===== src/rtl/wb_regfile.sv =====
// Writeback stage: source select, 32-entry integer register file with
// same-cycle write bypass on both read ports, retire counter and illegal-select flag.
module wb_regfile #(
   parameter int XLEN  = 32,
   parameter int NREG  = 32,
   parameter int CNT_W = 64
) (
   input  logic             clk,
   input  logic             rst,
   input  logic             wb_valid,
   input  logic [1:0]       wb_sel,
   input  logic             reg_wen,
   input  logic [4:0]       wb_rd,
   input  logic [XLEN-1:0]  alu_res,
   input  logic [XLEN-1:0]  mem_rdata,
   input  logic [XLEN-1:0]  pc_plus4,
   input  logic [4:0]       rs1_addr,
   input  logic [4:0]       rs2_addr,
   output logic [XLEN-1:0]  rs1_data,
   output logic [XLEN-1:0]  rs2_data,
   output logic [XLEN-1:0]  wb_data,
   output logic             wb_we,
   output logic             wb_err,
   output logic [CNT_W-1:0] retire_cnt
);

   logic [XLEN-1:0]  regs [NREG];
   logic [CNT_W-1:0] cnt_q;

   always_comb begin
      wb_data = '0;
      unique case (wb_sel)
         2'b00:   wb_data = mem_rdata;
         2'b01:   wb_data = alu_res;
         2'b10:   wb_data = pc_plus4;
         default: wb_data = '0;
      endcase
   end

   // x0 is excluded here, which also keeps the bypass from ever forwarding index 0
   assign wb_we = wb_valid & reg_wen & (wb_rd != '0) & (wb_sel != 2'b11);

   always_ff @(posedge clk or posedge rst) begin
      if (rst) begin
         for (int unsigned i = 0; i < NREG; i++)
            regs[i] <= '0;
      end else if (wb_we) begin
         regs[wb_rd] <= wb_data;
      end
   end

   // Reads are forced to zero while reset is held, bypass included
   always_comb begin
      rs1_data = regs[rs1_addr];
      if (wb_we && (wb_rd == rs1_addr))
         rs1_data = wb_data;
      if (rst)
         rs1_data = '0;
   end

   always_comb begin
      rs2_data = regs[rs2_addr];
      if (wb_we && (wb_rd == rs2_addr))
         rs2_data = wb_data;
      if (rst)
         rs2_data = '0;
   end

   always_ff @(posedge clk or posedge rst) begin
      if (rst) begin
         cnt_q  <= '0;
         wb_err <= 1'b0;
      end else begin
         if (wb_valid)
            cnt_q <= cnt_q + 1'b1;
         wb_err <= wb_valid & reg_wen & (wb_sel == 2'b11);
      end
   end

   assign retire_cnt = cnt_q;

endmodule

===== config.mk =====
export PLATFORM = sky130hd
export DESIGN_NAME = wb_regfile
export DESIGN_NICKNAME = d
export VERILOG_FILES = /design/src/rtl/wb_regfile.sv
export SDC_FILE = /design/constraint.sdc
export NUM_CORES = 2
export LEC_CHECK = 0
export CAP_MARGIN = 20
export CORE_MARGIN = 2
export CORE_UTILIZATION = 45
export CTS_BUF_LIST = sky130_fd_sc_hd__clkbuf_16
export DETAILED_ROUTE_END_ITERATION = 6
export PLACE_DENSITY_LB_ADDON = 0.25
export SETUP_SLACK_MARGIN = 0.5
export SLEW_MARGIN = 5
export SYNTH_ARGS = -nofsm -noshare
export SYNTH_HDL_FRONTEND = slang
export SYNTH_SLANG_ARGS = --single-unit

===== constraint.sdc =====
create_clock -name clk -period 57.4 [get_ports clk]
set_input_delay 14.35 -clock clk [delete_from_list [all_inputs] [get_ports clk]]
set_output_delay 14.35 -clock clk [all_outputs]
set_load 0.005 [all_outputs]

# Word level (Yosys, flattened, before mapping)
# Cells that the tools add are included.
dict set report op_classes {
  n_bitwise 7
  n_eq_ne 6
  n_reduce_logical 5
  n_lt_le_gt_ge 4
  n_mux 14
  add_sub_neg 1
}
# operator count
set ops {}
lappend ops {{bitwise mux 1024 bit} 1}
lappend ops {{binary-select mux 32 bit (select 5 bit)} 2}
lappend ops {{2-to-1 mux 32 bit} 9}
lappend ops {{demux 32 bit (select 5 bit)} 1}
lappend ops {{one-hot mux 32 bit (3 select lines)} 1}
lappend ops {{adder 64 x 1 -> 64 bit, second input constant} 1}
lappend ops {{greater-or-equal comparator 6 bit, second input constant} 3}
lappend ops {{NOT 5 -> 6 bit} 3}
lappend ops {{equality test 5 bit} 2}
lappend ops {{< comparator 6 x 1 -> 1 bit, second input constant} 1}
lappend ops {{nonzero test 5 bit} 1}
lappend ops {{AND 1 bit} 4}
lappend ops {{equality test 2 bit, second input constant} 2}
lappend ops {{logical AND 1 bit} 3}
lappend ops {{equality test 2 x 1 -> 1 bit, second input constant} 1}
lappend ops {{zero test 2 bit} 1}
lappend ops {{inequality test 2 bit, second input constant} 1}
dict set report totals {
  out_inout_bits 162
  wordCells 71
  reg_bits 1089
  inputBits 117
}

# Longest topological paths before layout
dict set report logic_depth {
  ltp_word 6
  depth_mapped 10
  depth_no_buf 6
}

# Least setup slack after synthesis
# Ideal clock, no wire load.
dict set report synth_timing {
  kind {input-to-output}
  startpoint {input port wb_sel[1]}
  endpoint {output port rs1_data[13]}
  path_slack_ps 26897
  required_ps 43050
  arrival_time_ps 16153
  n_path_buf 3
  cell_stages 8
  path_cell_list {buf_2 and2_1 clkbuf_1 a211o_1 nor4_4 buf_4 nor3_1 a221oi_2}
}
dict set report synth_between {
  elab_chain_len 5
  elab_cells_between_ends 9
  cone_classes {eq/ne (3); mux (3); bitwise (1); reduce/logical (2)}
}
# element line
set synth_lines {}
lappend synth_lines {{from (decl)} 11} ;# input logic [1:0] wb_sel,
lappend synth_lines {{inequality test 2 bit} 41} ;# assign wb_we = wb_valid & reg_wen & (wb_rd != '0) & (wb_sel != 2'b11);
lappend synth_lines {{AND 1 bit} 41}
lappend synth_lines {{logical AND 1 bit} 55} ;# if (wb_we && (wb_rd == rs1_addr))
lappend synth_lines {{2-to-1 mux 32 bit (*)} 55}
lappend synth_lines {{2-to-1 mux 32 bit (*)} 57} ;# if (rst)
lappend synth_lines {{to (decl)} 19} ;# output logic [XLEN-1:0] rs1_data,
# Every way passes the cells marked *; elsewhere a longest branch is shown, timed or not.

# Final worst setup path
dict set report layout_timing {
  startpoint {input port wb_rd[4]}
  endpoint {output port rs2_data[16]}
}
dict set report layout_between {
  elab_chain_len 6
  elab_cells_between_ends 7
  cone_classes {eq/ne (1); mux (2); bitwise (2); reduce/logical (2)}
}
# element line
set layout_lines {}
lappend layout_lines {{from (decl)} 13} ;# input logic [4:0] wb_rd,
lappend layout_lines {{nonzero test 5 bit} 41}
lappend layout_lines {{AND 1 bit (2 in series)} 41}
lappend layout_lines {{logical AND 1 bit (*)} 63} ;# if (wb_we && (wb_rd == rs2_addr))
lappend layout_lines {{2-to-1 mux 32 bit (*)} 63}
lappend layout_lines {{2-to-1 mux 32 bit (*)} 65} ;# if (rst)
lappend layout_lines {{to (decl)} 20} ;# output logic [XLEN-1:0] rs2_data,
# Marks and branches as above.

==> impl_metrics.tcl <==
set metrics [dict create \
    status "finished, final reports clean" \
    utilization_pct 51.44 \
    critical_path_required_ns 43.05 \
    postSynthAreaPerCell_um2 10.61 \
    synth_area_um2 57430 \
    row_count 131 \
    grt_max_degree 141 \
    synth_seq_area_share_pct 47.45 \
    synth.distinct_cells 42 \
    cts_resized 0 \
    cts_buffers 118 \
    finalCriticalPeriod_ns 33.47 \
    crit_fanout 42 \
    max_stage_delay_ns 0.93 \
    antenna_found_initial 2 \
    yosys_warnings 0 \
    fp.dieW_um 361.2 \
    post_drt_wl_per_cell_um 26.40 \
    ir_drop_uv 29.79 \
    first_pass_iters 6 \
    fin_ws_ns 23.93 \
    overflow 0 \
    cts_tree "done" \
    final_common_cell "dfrtp_1" \
    synth_flop_cell "dfrtp_1" \
    final_cell_mix "dfrtp_1 (1,089), nand2_1 (1,011), o21ai_0 (963), mux2i_1 (462), mux4_2 (384)" \
    numPortBuffers 278 \
    drtIter0Drc 4795 \
    drv_slew 0 \
    synthesis.nets 5533 \
    slew_headroom_pct 22.55 \
    crit_top_cell "buf_4" \
    ios 279 \
    async_flop_share_pct 100.0 \
    gp_congestion 0.8167 \
    start_util_pct 45.21 \
    cp_cell_sequence "clkdlybuf4s50_1, buf_4, nor3_1, a211o_1, nor4_4, buf_4, buf_4, nor3_1, a221oi_1, clkdlybuf4s50_1" \
    maxCapViolCount 0 \
    startpoint_type "input pin" \
    synth-edff-count 0 \
    rsz0062_at_grt "false" \
    final_hold_viol_count 0 \
    power.density_nw_per_um2 29.75 \
    antenna_cells 0 \
    ctsHoldBuffers 0 \
    min_path_type "reg -> reg" \
    leakage_nw 28.24 \
    crit_family "buffers and inverters" \
    cts_setup_buffers 0 \
    nets 5479 \
    coreArea_um2 127000 \
    critPathSlowestCell "a221oi_1" \
    multi_input_area_um2 28170 \
    cts_root_buffer "clkbuf_16" \
    detail-route-antenna-nets 0 \
    cp_num_buf_inv 5 \
    clock_latency_ns 0.77 \
    critPathCaptureType "output pin" \
    die_area_um2 130500 \
    tightest_slew_ns 1.162 \
    area_growth_pct 13.79 \
    drive_gt1_share_pct 15.06 \
    path_clk_slew_ns 0.06 \
    setup_viol 0 \
    vias_per_cell 6.125 \
    finalWirelength_um 188100 \
    cts_sinks 1089 \
    finalCritPeriodShare_pct 58.32 \
    drc 0 \
    dieHeight_um 361.2 \
    whs_ns 0.3981 \
    h-tree-depth 3 \
    num-fill-cells 11260 \
    crit_type "in -> out" \
    grt_use_total_pct 28.91 \
    clockBufferDepth 3 \
    worstPathArrival_ns 19.12 \
    fin_skew_ns 0.007283 \
    ys_seq_elements 1089 \
    dpl.hpwl_um 104400 \
    fmax_ghz 0.02987 \
    dp_slack_ns 24.14 \
    tns_ns 0 \
    register_area_um2 27250 \
    grt_pass1_vias 42710 \
    route.vias.total 43650 \
    grt_pass1_wl_um 283200 \
    synthCells 5415 \
]
-- power by group --
part           switching (mW)  total, mW  internal [mW]
Combinational           0.156      0.287          0.131
Clock                   0.338      0.767          0.430
Sequential             0.0535      0.890          0.836
Total                   0.547       1.94           1.40
-- stage by stage --
step / power [mW] / cells / area (um2)
2_1_floorplan: 1.088 / 5415 / 57430
3_3_place_gp: 1.177 / 6895 / 61280
3_5_place_dp: 1.187 / 6895 / 61280
4_1_cts: 1.952 / 7119 / 65150
5_1_grt: 2.022 / 7127 / 65350
6_report: 1.944 / 7127 / 65350
-- worst reg2reg max path: cells and delay by family (launching register included) --
kind | cells | cell delay (ns)
flops | 1 | 0.44
xor+xnor | 1 | 0.18
simple gates | 4 | 1.86
-- logic make-up after synthesis --
family / count (synthesis) / synth area share, %
AOI/OAI and AO/OA: 1346 / 13.68
xor gates and xnor gates: 72 / 1.098
adders and majority gates: 1 / 0.02178
buffers and inverters: 610 / 4.273
DFF: 1089 / 47.45
muxes: 847 / 23.13
and+or+nand+nor: 1450 / 10.34
-- cells in the mapped netlist (3+ instances only) --
library cell / number / area share (%)
a211o_1: 65 / 0.99
a211oi_1: 18 / 0.24
a21oi_1: 107 / 0.93
a221oi_1: 21 / 0.32
a221oi_2: 43 / 1.1
a22oi_1: 128 / 1.7
and2_1: 5 / 0.054
and3_1: 8 / 0.087
and4_1: 7 / 0.11
buf_1: 22 / 0.14
buf_2: 95 / 0.83
buf_4: 6 / 0.078
buf_6: 3 / 0.059
clkbuf_1: 441 / 2.9
dfrtp_1: 1089 / 47
inv_1: 43 / 0.28
mux2i_1: 462 / 8.1
mux4_2: 384 / 15
nand2_1: 1027 / 6.7
nand3_1: 35 / 0.31
nand4_1: 19 / 0.21
nor2_1: 211 / 1.4
nor2b_1: 27 / 0.29
nor3_1: 84 / 0.73
nor4_1: 4 / 0.044
nor4_2: 3 / 0.065
nor4_4: 3 / 0.11
o21ai_0: 963 / 8.4
or2_2: 5 / 0.054
xnor2_1: 40 / 0.61
xor2_1: 32 / 0.49
-- metal layers --
| metal | global-route usage (%) | routed length [um] | up-vias | part of all wire, % |
|---|---|---|---|---|
| li1 | - | - | 19330 | - |
| met5 | 0 | 8 | - | 0.0043 |
| met4 | 9.492 | 5953 | 2 | 3.2 |
| met2 | 43.94 | 84710 | 1852 | 45 |
| met1 | 41.53 | 81350 | 22140 | 43 |
| met3 | 5.982 | 16120 | 336 | 8.6 |
-- state kept, by name (all words and copies together) (netlist names) --
name / flops
regs: 1024
retire_cnt: 64
wb_err: 1
-- area by class of cell --
type	instances	area share, %
Multi-Input combinational cell	3716	43.10
Sequential cell	1089	41.70
Timing Repair Buffer	393	5.836
Clock buffer	118	4.519
Tap cell	1662	3.182
Clock inverter	106	1.403
Inverter	43	0.2585
-- final timing paths --
check / startpoint / endpoint / slack [ns] / cells past startpoint
max: wb_rd[4] / rs2_data[16] / 23.93 / 10
min: regs[998]$_DFFE_PP0P_ / regs[998]$_DFFE_PP0P_ / 0.40 / 0
max reg2reg: retire_cnt[12]$_DFFE_PP0P_ / retire_cnt[56]$_DFFE_PP0P_ / 54.86 / 5
min reg2reg: regs[998]$_DFFE_PP0P_ / regs[998]$_DFFE_PP0P_ / 0.40 / 0
max in group asynchronous: rst / regs[434]$_DFFE_PP0P_ / 40.08 / 6
min in group asynchronous: rst / regs[144]$_DFFE_PP0P_ / 14.44 / 3
Note: power is estimated with default switching activity, not from simulation.
